==> src/rtl/otter_timer_pkg.sv <==
// Shared definitions for the OTTER IOBUS timer peripheral.
//   - Register offsets inside the 4-word window (byte offsets, bits [3:0]).
//   - CTRL field positions and a packed struct view of CTRL.
//   - Helpers that convert between the CTRL struct and its 32-bit bus image.
package otter_timer_pkg;

  localparam logic [3:0] OFS_CTRL  = 4'h0;
  localparam logic [3:0] OFS_TERM  = 4'h4;
  localparam logic [3:0] OFS_COUNT = 4'h8;
  localparam logic [3:0] OFS_STAT  = 4'hC;

  localparam int EN_BIT    = 0;
  localparam int AUTO_BIT  = 1;
  localparam int PRESC_LSB = 8;
  localparam int PRESC_MSB = 15;

  typedef struct packed {
    logic [7:0] presc;     // tick every presc+1 cycles
    logic       auto_rld;  // 1: periodic, 0: one-shot (EN clears at terminal)
    logic       en;        // counting enabled
  } ctrl_t;

  // Bus image of CTRL; unimplemented bits read as 0.
  function automatic logic [31:0] ctrl_to_word(input ctrl_t c);
    logic [31:0] w;
    w                      = '0;
    w[EN_BIT]              = c.en;
    w[AUTO_BIT]            = c.auto_rld;
    w[PRESC_MSB:PRESC_LSB] = c.presc;
    return w;
  endfunction

  function automatic ctrl_t word_to_ctrl(input logic [31:0] w);
    ctrl_t c;
    c.en       = w[EN_BIT];
    c.auto_rld = w[AUTO_BIT];
    c.presc    = w[PRESC_MSB:PRESC_LSB];
    return c;
  endfunction

endpackage

==> src/rtl/timer_prescaler.sv <==
// Prescaler for the OTTER IOBUS timer.
//   CLK   : system clock
//   RST_N : synchronous active-low reset
//   en    : count enable; while low the counter sits at 0
//   clr   : force the counter back to 0 (any CTRL write)
//   presc : terminal value of the 8-bit counter
//   tick  : high in the cycle the counter equals presc while enabled
module timer_prescaler
  import otter_timer_pkg::*;
(
  input  logic       CLK,
  input  logic       RST_N,
  input  logic       en,
  input  logic       clr,
  input  logic [7:0] presc,
  output logic       tick
);

  logic [7:0] r_pc;
  logic       w_at_term;

  assign w_at_term = (r_pc == presc);
  assign tick      = en & w_at_term;

  always_ff @(posedge CLK) begin
    if (!RST_N) begin
      r_pc <= 8'd0;
    end else if (clr || !en || w_at_term) begin
      r_pc <= 8'd0;
    end else begin
      r_pc <= r_pc + 8'd1;
    end
  end

endmodule

==> src/rtl/otter_iobus_timer.sv <==
// Memory-mapped timer/counter on the OTTER IOBUS, driving the core's INTR.
//   CLK, RST_N  : clock, synchronous active-low reset
//   IOBUS_ADDR  : bus address (window of 4 words at BASE_ADDR, [1:0] ignored)
//   IOBUS_OUT   : write data
//   IOBUS_WR    : write strobe
//   IOBUS_IN    : read data of the addressed register, 0 on a miss
//   HIT         : address falls inside this window
//   INTR        : one-cycle pulse the cycle after a terminal tick
// Registers: +0 CTRL {PRESC[15:8], AUTO[1], EN[0]}, +4 TERM, +8 COUNT,
// +C STATUS {PEND[0]} (write 1 to clear).
module otter_iobus_timer #(
  parameter logic [31:0] BASE_ADDR = 32'h1100_00D0,
  parameter int          CNT_W     = 32
) (
  input  logic        CLK,
  input  logic        RST_N,
  input  logic [31:0] IOBUS_ADDR,
  input  logic [31:0] IOBUS_OUT,
  input  logic        IOBUS_WR,
  output logic [31:0] IOBUS_IN,
  output logic        HIT,
  output logic        INTR
);
  import otter_timer_pkg::*;

  ctrl_t            r_ctrl;
  logic [CNT_W-1:0] r_term;
  logic [CNT_W-1:0] r_count;
  logic             r_pend;
  logic             r_intr;

  logic [3:0]  w_ofs;
  logic        w_hit;
  logic        w_wr;
  logic        w_wr_ctrl;
  logic        w_wr_term;
  logic        w_wr_count;
  logic        w_wr_stat;
  ctrl_t       w_ctrl_wdata;
  logic        w_tick;
  logic        w_tick_evt;
  logic        w_term_evt;
  logic [31:0] w_rdata;

  // Byte lanes are masked off so every register is word-addressed.
  assign w_ofs        = IOBUS_ADDR[3:0] & 4'hC;
  assign w_hit        = (IOBUS_ADDR[31:4] == BASE_ADDR[31:4]);
  assign w_wr         = IOBUS_WR & w_hit;
  assign w_wr_ctrl    = w_wr && (w_ofs == OFS_CTRL);
  assign w_wr_term    = w_wr && (w_ofs == OFS_TERM);
  assign w_wr_count   = w_wr && (w_ofs == OFS_COUNT);
  assign w_wr_stat    = w_wr && (w_ofs == OFS_STAT);
  assign w_ctrl_wdata = word_to_ctrl(IOBUS_OUT);

  timer_prescaler u_presc (
    .CLK   (CLK),
    .RST_N (RST_N),
    .en    (r_ctrl.en),
    .clr   (w_wr_ctrl),
    .presc (r_ctrl.presc),
    .tick  (w_tick)
  );

  // A tick is ignored when firmware overwrites COUNT in the same cycle, or
  // when a CTRL write is turning the timer off: the write always wins.
  assign w_tick_evt = w_tick && !w_wr_count && !(w_wr_ctrl && !w_ctrl_wdata.en);
  assign w_term_evt = w_tick_evt && (r_count == r_term);

  always_comb begin
    w_rdata = '0;
    if (w_hit) begin
      case (w_ofs)
        OFS_CTRL:  w_rdata = ctrl_to_word(r_ctrl);
        OFS_TERM:  w_rdata = 32'(r_term);
        OFS_COUNT: w_rdata = 32'(r_count);
        OFS_STAT:  w_rdata = {31'd0, r_pend};
        default:   w_rdata = '0;
      endcase
    end
  end

  assign IOBUS_IN = w_rdata;
  assign HIT      = w_hit;
  assign INTR     = r_intr;

  always_ff @(posedge CLK) begin
    if (!RST_N) begin
      r_ctrl  <= '0;
      r_term  <= '0;
      r_count <= '0;
      r_pend  <= 1'b0;
      r_intr  <= 1'b0;
    end else begin
      r_intr <= w_term_evt;

      // A CTRL write beats the one-shot auto-disable.
      if (w_wr_ctrl) begin
        r_ctrl <= w_ctrl_wdata;
      end else if (w_term_evt && !r_ctrl.auto_rld) begin
        r_ctrl.en <= 1'b0;
      end

      if (w_wr_term) begin
        r_term <= IOBUS_OUT[CNT_W-1:0];
      end

      if (w_wr_count) begin
        r_count <= IOBUS_OUT[CNT_W-1:0];
      end else if (w_term_evt) begin
        r_count <= '0;
      end else if (w_tick_evt) begin
        r_count <= r_count + CNT_W'(1);
      end

      // Setting PEND beats a simultaneous write-1-to-clear.
      if (w_term_evt) begin
        r_pend <= 1'b1;
      end else if (w_wr_stat && IOBUS_OUT[0]) begin
        r_pend <= 1'b0;
      end
    end
  end

endmodule

==> config.mk <==
export PLATFORM = sky130hd
export DESIGN_NAME = otter_iobus_timer
export DESIGN_NICKNAME = d
export VERILOG_FILES = /design/src/rtl/otter_timer_pkg.sv /design/src/rtl/timer_prescaler.sv /design/src/rtl/otter_iobus_timer.sv
export SDC_FILE = /design/constraint.sdc
export NUM_CORES = 1
export LEC_CHECK = 0
export BUFFER_PORTS_ARGS = -buffer_cell sky130_fd_sc_hd__buf_2
export CAP_MARGIN = 20
export CORE_MARGIN = 8
export CORE_UTILIZATION = 40
export DETAILED_ROUTE_END_ITERATION = 6
export HOLD_SLACK_MARGIN = 0.05
export PLACE_DENSITY = 0.72
export SYNTH_ARGS = -nofsm -noshare
export SYNTH_HDL_FRONTEND = slang
export SYNTH_SLANG_ARGS = --single-unit
==> constraint.sdc <==
create_clock -name CLK -period 2.9 [get_ports CLK]
set_clock_uncertainty 0.15 [all_clocks]
set_input_delay 0.58 -clock CLK [delete_from_list [all_inputs] [get_ports CLK]]
set_output_delay 0.58 -clock CLK [all_outputs]
set_load 0.1 [all_outputs]
* After elaboration in Yosys (flattened, before gate mapping)
Index checks and enable logic that the tools add are counted.
Storage, ports and cells: output and inout port bits 34, memory bits (read-only) 0, memories kept 0, input port bits 67, bits in writable memories 0, bits in registers 84, bits in latches 0
Operators by class: bitwise logic cells 3, eq/ne operators 6, order comparisons 0, $mul 0, mux-type cells 9, add/subtract/negate cells 2, reduce and logical (&&, ||, !) cells 22, shift operators 0, div/mod/pow operators 0
Operators by type and width (count):
- $mux 32 | 4
- $pmux 32 s4 | 1
- $add 32x1->32 const B | 1
- $eq 32x32->1 | 1
- $eq 28x25->1 const B | 1
- $logic_and 1x1->1 | 10
- $add 8x1->8 const B | 1
- $eq 8x8->1 | 1
- $logic_not 1->1 | 5
- $eq 2x2->1 const B | 2
- $logic_not 4->1 | 1
- $mux 1 | 4
- $reduce_bool 2->1 | 2
- $reduce_bool 3->1 | 1
- $and 1x1->1 | 2
- $eq 2x1->1 const B | 1
- $logic_or 1x1->1 | 2
- $reduce_or 2->1 | 1
- $not 1->1 | 1

* Depth between registers and ports, before layout
Gate-level depths: netlist (run 1).
depth after elaboration 10, mapped depth 9

* Hierarchy
Synthesis (run 1) repeated with hierarchy kept, for this count alone.
Second synthesis, totals: cell total of the unflattened synthesis 678, area total of the unflattened synthesis 5009.8 µm²
Modules (own cells, without submodules):
- otter_iobus_timer | cells an instance 633, instances 1, area each 4609.4 µm²
- timer_prescaler | cells an instance 45, instances 1, area each 400.4 µm²

* Least setup slack after synthesis (run 1)
OpenSTA, ideal clock, no wires.
path type input port to output port, from input port IOBUS_ADDR[19], to output port IOBUS_IN[0], required time 2.170 ns, cell stages on the path 6, arrival time 2.947 ns, path slack -0.777 ns, buffers on the path 1, cell sequence nor4_1 > nand3_1 > or2_1 > buf_2 > inv_1 > and2_1
Between the ends: longest elaborated chain between the ends 2
RTL lines:
- start: declaration | RTL line otter_iobus_timer.sv:17 | input logic [31:0] IOBUS_ADDR,
- $eq 28x25->1 | RTL line otter_iobus_timer.sv:47 | assign w_hit = (IOBUS_ADDR[31:4] == BASE_ADDR[31:4]);
- named net HIT | RTL line otter_iobus_timer.sv:21 | output logic HIT,
- $mux 32 | RTL line otter_iobus_timer.sv:71 | if (w_hit) begin
- end: declaration | RTL line otter_iobus_timer.sv:20 | output logic [31:0] IOBUS_IN,
The timed path passes the listed nets, and every way through them passes these cells.

* Worst setup path in the final report (run 1)
from input port IOBUS_ADDR[20], to output port IOBUS_IN[4]
Between the ends: longest elaborated chain between the ends 2
RTL lines (RTL line):
- $eq 28x25->1 | otter_iobus_timer.sv:47
- $mux 32 | otter_iobus_timer.sv:71
No other way between the ends.

==> results of run 1 <==
## critical path, delay by kind of cell
| family | cells | cell delay [ps] |
|---|---|---|
| simple gates | 4 | 980 |
| buf+inv | 3 | 480 |
## stage by stage
stage	cell area (sq um)	cells	worst slack (ps)	setup TNS, ps
2_1_floorplan	5190	675	-83.8	-2590
3_3_place_gp	6500	916	48.4	0
3_5_place_dp	6500	916	46.2	0
4_1_cts	6790	932	46.5	0
5_1_grt	6850	939	36.3	0
6_report	6850	939	100	0
## layer usage
layer	track usage [%]	wire length, um
met4	7.70	392
met1	24.0	6590
met3	3.24	1040
met2	31.8	7550
met5	0	0
## placed cells by master, fill, tap and decap left out, drive strengths merged, types with 3 or more instances in the layout
cell type,n
o21a,9
nor4,13
clkbuf,11
nand4,18
a21oi,63
nor4b,3
mux2i,10
clkinv,3
and2,3
nor3,18
nor2,62
nand2b,5
xor2,16
a22oi,43
xnor2,37
or3,3
and3,5
inv,16
o21ai,21
o211ai,3
buf,132
nand3,30
nand2,141
dfxtp,84
nor2b,3
## report_power, final
part           internal, mW  switching [mW]  leakage, nW
Clock                 0.629           0.485        0.142
Sequential             1.15   0.00000000101        0.676
Combinational        0.0528          0.0798         1.58
## kinds of logic (layout without fill, tap and decap cells)
kind of cell	count (synthesis)	after routing
and+or+nand+nor	307	307
DFF	84	84
muxes	11	11
xor gates and xnor gates	53	53
adders and majority gates	2	2
AOI/OAI and AO/OA	150	150
buffers and inverters	68	164
## state kept, by name, summed over array words and instances (netlist names)
name / flops
r_count: 32
r_pend: 1
INTR: 1
u_presc.r_pc: 8
r_term: 32
r_ctrl: 10
## layout make-up
type	count	area share [%]
multi-input combinational	523	47.5
clock buffer	11	3.69
inverter	16	0.931
tap	168	3.07
timing repair buffer	132	19.8
sequential	84	24.5
clock inverter	5	0.511
## worst max-delay path by stage
| stage | endpoint | slack, ps | cells past startpoint |
|---|---|---|---|
| after floorplan | IOBUS_IN[10] | -80 | 6 |
| after global placement | IOBUS_IN[20] | 50 | 7 |
| after detailed placement | IOBUS_IN[4] | 50 | 7 |
| after CTS | IOBUS_IN[4] | 50 | 7 |
| after global routing | IOBUS_IN[27] | 40 | 7 |
| final | IOBUS_IN[4] | 100 | 7 |
## timing repair
action                     4_1_cts  5_1_grt
setup endpoints to repair        0       27
resized for setup                0        2
buffers inserted                 0        7
==> impl_metrics.csv, run 1 <==
group,metric,value,unit
route,drt-initial-drc-count,428,
synth,synth_cells,675,
floorplanning,die_y,127,um
grt,grt_first_pass_wirelength,25300,um
synth,synth.area.mux_share,2.48,%
synth,syn_area,4950,sq um
grt,track_usage,19.1,%
route,drc,0,
critical_path,critPathMaxFanout,13,
floorplanning,start_util,41.0,%
route,first_pass_iters,5,
synth,synth_xor_xnor_area_share,9.38,%
layout,multiInputGateArea,3260,sq um
synth,synth-simple-area-share,28.6,%
critical_path,reg2reg_to,"r_count[11]",
cts,clockBufferDepth,2,
synth,synthTopCellsByArea,"dfxtp_1, nand2_1, xnor2_1",
synth,synthAdderAreaFrac,0.506,%
timing,worst_pin_slew,563,ps
worst_hold_path,min_from,"IOBUS_OUT[3]",
power,ir_worst_vdd,0.214,mV
cts,cts_sinks,84,
floorplanning,die_area,16200,sq um
power,leakagePower,2.40,nW
layout,drive_gt1_share,25.8,%
route,drt-total-wl,15600,um
worst_hold_path,hold_class,"input port to flip-flop",
power,power_density,350,nW/um^2
timing,finalSetupViolCount,0,
grt,grt_pass1_vias,4968,
status,status,"finished clean",
floorplanning,die_w,127,um
layout,regArea,1680,sq um
timing,whs,294,ps
floorplanning,ios,101,
synth,post_synth_num_cell_types,45,
grt,grt.overflow.total,0,
synth,ys_ff_latch,84,
cts,numCtsBuffers,9,
timing,fin_crit_sh,96.6,%
placed_design,port_buffers,98,
synth,ys_warn_count,0,
cts,clock_latency,340,ps
floorplanning,placementRows,40,
worst_hold_path,min_to,"r_count[3]",
grt,grt_start_max_net_pins,33,
cts,root_buffer,"clkbuf_16",
route,vias_per_cell,5.52,
synth,syn-num-nets,744,
critical_path,endpoint_kind,"output port",
critical_path,cpPeakStageDelay,380,ps
timing,period_needed,2800,ps
cts,cts_hold_buf,0,
cts,htree_levels,3,
run,maxCapViolCount,0,
timing,timing.final.max_slew_violations,0,
critical_path,r2r-start,"r_ctrl[7]",
synth,synth_compound_area_share,19.2,%
critical_path,startpoint,"IOBUS_ADDR[20]",
synth,yosysSeqAreaShare,34.0,%
cts,cts_tree,"done",
synth,yosysMostFrequentCell,"nand2_1",
layout,syn2layout_area_growth,38.5,%
route,vias,5182,
grt,antenna_found_initial,0,
critical_path,crit_type,"input port to output port",
synth,synth_common_cells,"nand2_1, dfxtp_1, a21oi_1",
cts,cts.clk_slew.worst_paths,70,ps
layout,fin_util,56.8,%
layout,diodes,0,
synth,synth_edf_count,0,
synth,netlist.area_leader.share,34.0,%
timing,max_freq,357,MHz
placed_design,gp_congestion,0.856,
synth,postSynth.asyncResetShare,0,%
worst_hold_path,whs_path_depth,3,
critical_path,crit_slowest_cell,"or2_4",
floorplanning,core_area,12100,sq um
synth,yosys.area.top_type,"dfxtp_1",
timing,slew_headroom,62.1,%
synth,syn_avg_cell_area,7.33,sq um
critical_path,crit_chain,"buf_2 -> nor4_2 -> nand3_1 -> or2_4 -> buf_12 -> nor2_4 -> buf_12",
route,antenna_left,0,
placed_design,dp_hpwl,11100,um
timing,hold_violations,0,
route,wl_per_cell,16.6,um
timing,rsz0062_at_grt,"no",
layout,fin_nets,835,
critical_path,start_kind,"input port",
critical_path,reg2regPathDepth,7,
synth,synth_top_family_by_area,"simple AND/OR/NAND/NOR gates",
power,total_power,2.40,mW
critical_path,cp.required,2170,ps
synth,synth_top_flop_cell,"dfxtp_1",
critical_path,r2r_slack,600,ps
critical_path,crit_top_cell,"buf_12",
critical_path,worstPathArrival,2070,ps
layout,fillers,1078,
(Power assumes the default switching activity.)
==> run 2, diff against run 1 <==
--- a/config.mk
+++ b/config.mk
@@ -10,6 +10,7 @@
 export CORE_MARGIN = 8
 export CORE_UTILIZATION = 40
 export DETAILED_ROUTE_END_ITERATION = 6
+export GPL_TIMING_DRIVEN = 0
 export HOLD_SLACK_MARGIN = 0.05
 export PLACE_DENSITY = 0.72
 export SYNTH_ARGS = -nofsm -noshare
==> impl_metrics.csv, run 2 (same netlist as run 1, synthesis figures left out) <==
group,metric,value,unit
route,wl_per_cell,17.5,um
critical_path,worst-path-buf-inv,4,
cts,clock_latency,340,ps
route,drt-initial-drc-count,429,
timing,slew_headroom,53.7,%
power,leakagePower,2.37,nW
critical_path,cp.required,2170,ps
critical_path,start_kind,"input port",
power,p_seq_share,46.1,%
placed_design,pre_cts_ws,-454,ps
layout,final_cell_mix,"nand2_1, dfxtp_1, buf_2, a21oi_1, a22oi_1",
critical_path,crit_type,"input port to output port",
worst_hold_path,whs_path_depth,3,
timing,timing.final.max_slew_violations,0,
placed_design,dp_hpwl,12300,um
power,p_int,1.90,mW
cts,cts_hold_buf,0,
route,first_pass_iters,5,
timing,hold_violations,0,
route,vias,5243,
worst_hold_path,hold_class,"input port to flip-flop",
floorplanning,placementRows,40,
grt,antenna_found_initial,0,
cts,numCtsBuffers,9,
grt,grt_pass1_vias,4998,
floorplanning,core_area,12100,sq um
grt,grt_start_max_net_pins,16,
timing,worst_pin_slew,691,ps
power,pwr-share-clk,48.4,%
power,power_density,377,nW/um^2
critical_path,critPathTopFamily,"simple AND/OR/NAND/NOR gates",
power,switching_power,599,uW
power,total_power,2.50,mW
route,drc,0,
route,antenna_left,0,
floorplanning,die_area,16200,sq um
critical_path,cpPeakStageDelay,310,ps
layout,drive_gt1_share,24.5,%
grt,grt.overflow.total,0,
route,drt-total-wl,16800,um
layout,fillers,1123,
placed_design,gp_congestion,0.868,
power,ir_worst_vdd,0.237,mV
critical_path,worstPathArrival,2130,ps
cts,root_buffer,"clkbuf_16",
floorplanning,die_w,127,um
critical_path,crit_slowest_cell,"nor4b_4",
route,vias_per_cell,5.47,
placed_design,port_buffers,97,
timing,setup_slack,36.4,ps
status,status,"finished clean",
critical_path,cp_num_cells,8,
layout,diodes,0,
critical_path,critPathMaxFanout,10,
critical_path,crit_chain,"buf_2 -> nor4b_4 -> nand3_1 -> or2_1 -> buf_4 -> buf_6 -> nor2_4 -> buf_8",
layout,fin_nets,855,
power,swShare,23.9,%
timing,period_needed,2860,ps
floorplanning,start_util,41.0,%
timing,fin_crit_sh,98.7,%
critical_path,endpoint_kind,"output port",
critical_path,r2r_slack,100,ps
timing,finalSetupViolCount,0,
layout,largestRegisters,"r_count: 32 flops, r_term: 32 flops, r_ctrl: 10 flops",
timing,max_freq,349,MHz
timing,finalSetupTns,0,ps
layout,final_cells,959,
power,p_comb_share,5.5,%
grt,track_usage,20.0,%
cts,cts.clk_slew.worst_paths,60,ps
layout,final_common_cell,"nand2_1",
grt,grt_first_pass_wirelength,26000,um
floorplanning,ios,101,
cts,cts_tree,"done",
layout,syn2layout_area_growth,34.1,%
critical_path,reg2regPathDepth,7,
cts,clockBufferDepth,2,
cts,htree_levels,3,
floorplanning,die_y,127,um
cts,cts_sinks,84,
run,maxCapViolCount,0,
placed_design,dp_cells,940,
==> run 2: changes by cell type in the layout (fill, tap and decap cells not counted), moves of 7 or more <==
cell	before	now
buf_8	0	16
clkbuf_2	0	7
buf_2	65	82
buf_4	25	8
buf_12	42	6
clkbuf_1	0	20
buf_6	0	12
==> run 2: worst register-to-register path, stage by stage, from the launching register on <==
cell and delay [ps]:
dfxtp_1 330, xor2_1 160, nor4_1 530, nand2_1 210, a2111oi_4 560, buf_1 480, o21ai_0 200, nand3_1 120
==> run 2: per-stage QoR <==
step,area [sq um],hold WS (ps),util (%)
after floorplan,5190,286,-
after global placement,5890,304,48.8
after detailed placement,5890,306,48.8
after CTS,6530,292,54.1
after global routing,6630,314,55.0
final,6630,296,55.0
==> run 2: power groups by stage <==
stage | Combinational [mW] | Clock, mW | Sequential (mW)
after floorplan | 0.0469 | 0 | 1.18
after global placement | 0.125 | 0 | 1.18
after detailed placement | 0.125 | 0 | 1.18
after CTS | 0.128 | 1.21 | 1.15
after global routing | 0.146 | 1.27 | 1.15
final | 0.137 | 1.21 | 1.15
==> run 2: layer usage <==
| metal | vias up | routed length, um | global-route usage, % |
|---|---|---|---|
| met5 | - | 0 | 0 |
| met4 | 0 | 416 | 8.40 |
| li1 | 2559 | - | - |
| met3 | 35 | 1380 | 4.12 |
| met2 | 226 | 7990 | 33.7 |
| met1 | 2423 | 7000 | 24.4 |
==> run 2: final cells by class <==
| type | count | area [sq um] | share of cell area [%] |
|---|---|---|---|
| Multi-Input combinational cell | 523 | 3290 | 49.6 |
| Clock inverter | 6 | 71.3 | 1.08 |
| Tap cell | 168 | 210 | 3.17 |
| Sequential cell | 84 | 1680 | 25.3 |
| Buffer | 52 | 268 | 4.04 |
| Timing Repair Buffer | 100 | 812 | 12.2 |
| Inverter | 16 | 63.8 | 0.962 |
| Clock buffer | 10 | 239 | 3.60 |
==> run 2: repair_timing <==
item,4_1_cts,5_1_grt
endpoints found under the setup margin,36,47
endpoints found under the hold margin,0,0
setup buffers,1,2
gates resized for setup,98,22
pin swaps,1,3
==> run 2: path summary, 6_finish.rpt <==
check | from | endpoint
setup / recovery | IOBUS_ADDR[27] | IOBUS_IN[28]
hold / removal | IOBUS_OUT[17] | r_count[17]
setup reg to reg | r_ctrl[7] | r_count[14]
hold reg to reg | r_pend | r_pend
==> run 3, diff against run 2 <==
--- a/config.mk
+++ b/config.mk
@@ -9,6 +9,7 @@
 export CAP_MARGIN = 20
 export CORE_MARGIN = 8
 export CORE_UTILIZATION = 40
+export CTS_BUF_LIST = sky130_fd_sc_hd__clkbuf_4 sky130_fd_sc_hd__clkbuf_8
 export DETAILED_ROUTE_END_ITERATION = 6
 export GPL_TIMING_DRIVEN = 0
 export HOLD_SLACK_MARGIN = 0.05
==> impl_metrics.csv, run 3 (same netlist as run 1, synthesis figures left out) <==
group,metric,value,unit
status,status,"finished clean",
placed_design,gp_congestion,0.868,
cts,numCtsBuffers,9,
grt,use_met1,24.5,%
grt,grt_first_pass_wirelength,25700,um
worst_hold_path,min_from,"IOBUS_OUT[24]",
route,wl_per_cell,17.3,um
critical_path,cpPeakStageDelay,300,ps
critical_path,critPathMaxFanout,10,
cts,cts_sinks,84,
grt,grt_use_met3,3.45,%
layout,syn2layout_area_growth,31.6,%
grt,track_usage,19.7,%
cts,root_buffer,"clkbuf_8",
timing,slew_headroom,52.6,%
route,first_pass_iters,5,
timing,whs,271,ps
critical_path,endpoint_kind,"output port",
timing,max_freq,352,MHz
grt,grt-busiest-layer,"met2",
layout,diodes,0,
timing,fin_crit_sh,98.0,%
timing,worst_pin_slew,710,ps
worst_hold_path,whs_path_depth,3,
floorplanning,die_w,127,um
placed_design,dp_cells,940,
critical_path,worst-path-buf-inv,4,
critical_path,cp.required,2170,ps
layout,fin_util,54.0,%
route,drc,0,
floorplanning,die_y,127,um
cts,clockBufferDepth,2,
critical_path,crit_type,"input port to output port",
route,drt-initial-drc-count,461,
timing,finalSetupViolCount,0,
route,drt-total-wl,16600,um
critical_path,reg2reg_to,"r_count[12]",
route,vias_per_cell,5.43,
floorplanning,core_area,12100,sq um
run,maxCapViolCount,0,
layout,largestRegisters,"r_count: 32 flops, r_term: 32 flops, r_ctrl: 10 flops",
cts,cts.clk_slew.worst_paths,100,ps
worst_hold_path,min_to,"r_count[24]",
route,antenna_left,0,
worst_hold_path,hold_class,"input port to flip-flop",
grt,grt_start_max_net_pins,16,
route,vias,5204,
layout,drive_gt1_share,24.6,%
floorplanning,placementRows,40,
cts,htree_levels,3,
grt,met2_usage,32.9,%
critical_path,reg2regPathDepth,7,
timing,hold_violations,0,
cts,cts_hold_buf,0,
critical_path,crit_chain,"buf_2 -> nor4b_4 -> nand3_1 -> or2_1 -> buf_6 -> buf_8 -> nor2_4 -> buf_6",
critical_path,worstPathArrival,2110,ps
grt,grt.overflow.total,0,
critical_path,crit_top_cell,"buf_6",
critical_path,start_kind,"input port",
placed_design,placed_cell_area,5890,sq um
layout,fin_nets,854,
floorplanning,ios,101,
layout,final_cells,958,
placed_design,pre_cts_ws,-454,ps
timing,timing.final.max_slew_violations,0,
cts,clock_latency,360,ps
power,power_density,338,nW/um^2
timing,setup_slack,57.7,ps
placed_design,dp_hpwl,12300,um
critical_path,critPathTopFamily,"simple AND/OR/NAND/NOR gates",
grt,grt_pass1_vias,4932,
critical_path,r2r_slack,190,ps
floorplanning,start_util,41.0,%
timing,period_needed,2840,ps
layout,final_common_cell,"nand2_1",
grt,antenna_found_initial,0,
placed_design,port_buffers,97,
floorplanning,die_area,16200,sq um
layout,fin_area,6510,sq um
cts,cts_tree,"done",
layout,fillers,1170,
critical_path,r2r-start,"r_ctrl[7]",
power,ir_worst_vdd,0.222,mV
critical_path,crit_slowest_cell,"nor4b_4",
power,leakagePower,2.32,nW
layout,final_cell_mix,"nand2_1, dfxtp_1, buf_2, a21oi_1, a22oi_1",
run 3: changes by cell type in the layout (fill, tap and decap cells not counted), sizes merged:
| cell | change |
|---|---|
| clkbuf | +1 |
| buf | -2 |
run 3: worst max path at each step:
stage,startpoint,to,slack [ps],cells after the start
3_5_place_dp,IOBUS_ADDR[3],IOBUS_IN[29],-450,7
4_1_cts,IOBUS_ADDR[27],IOBUS_IN[5],0.4,8
5_1_grt,IOBUS_ADDR[19],IOBUS_IN[11],-30,8
6_report,IOBUS_ADDR[27],IOBUS_IN[14],60,8
2_1_floorplan,IOBUS_ADDR[19],IOBUS_IN[10],-80,6
3_3_place_gp,IOBUS_ADDR[3],IOBUS_IN[30],-470,7
run 3: final cells by class:
class | instances | area [sq um] | area share, %
multi-input cells | 523 | 3290 | 50.5
flip-flops and latches | 84 | 1680 | 25.8
repair buffers | 99 | 785 | 12.1
plain buffers | 52 | 273 | 4.19
well taps | 168 | 210 | 3.23
clock buffers | 10 | 138 | 2.11
clock inverters | 6 | 71.3 | 1.10
inverters | 16 | 63.8 | 0.980
run 3: timing repair:
action                                  CTS  global route
pin swaps                                 1             3
resized for setup                        96            21
gates cloned                              0             0
buffers inserted                          1             1
endpoints found under the setup margin   37            42
run 3: metal layers:
metal	wire, um	vias up
met4	456	0
met1	7110	2410
met3	1140	35
met5	0	-
li1	-	2555
met2	7850	204
run 3: worst register-to-register path, delay by kind of cell (launching register included):
| kind | cells | cell delay, ps |
|---|---|---|
| AND/OR/NAND/NOR | 3 | 800 |
| buffers and inverters | 1 | 380 |
| XOR/XNOR | 1 | 160 |
| flip-flops | 1 | 340 |
| AO/OA/AOI/OAI | 2 | 810 |
run 3: through the flow:
stage          setup TNS [ps]  total power [mW]
5_1_grt                  -331              2.26
3_5_place_dp           -13710              1.30
4_1_cts                     0              2.19
3_3_place_gp           -13470              1.30
2_1_floorplan           -2590              1.23
6_report                    0              2.20
run 3: report_power, final:
part / internal, mW / total [mW] / switching [mW] / leakage (nW)
registers: 1.15 / 1.15 / 0.000000000671 / 0.676
logic: 0.0504 / 0.137 / 0.0869 / 1.55
clock network: 0.430 / 0.911 / 0.481 / 0.0995
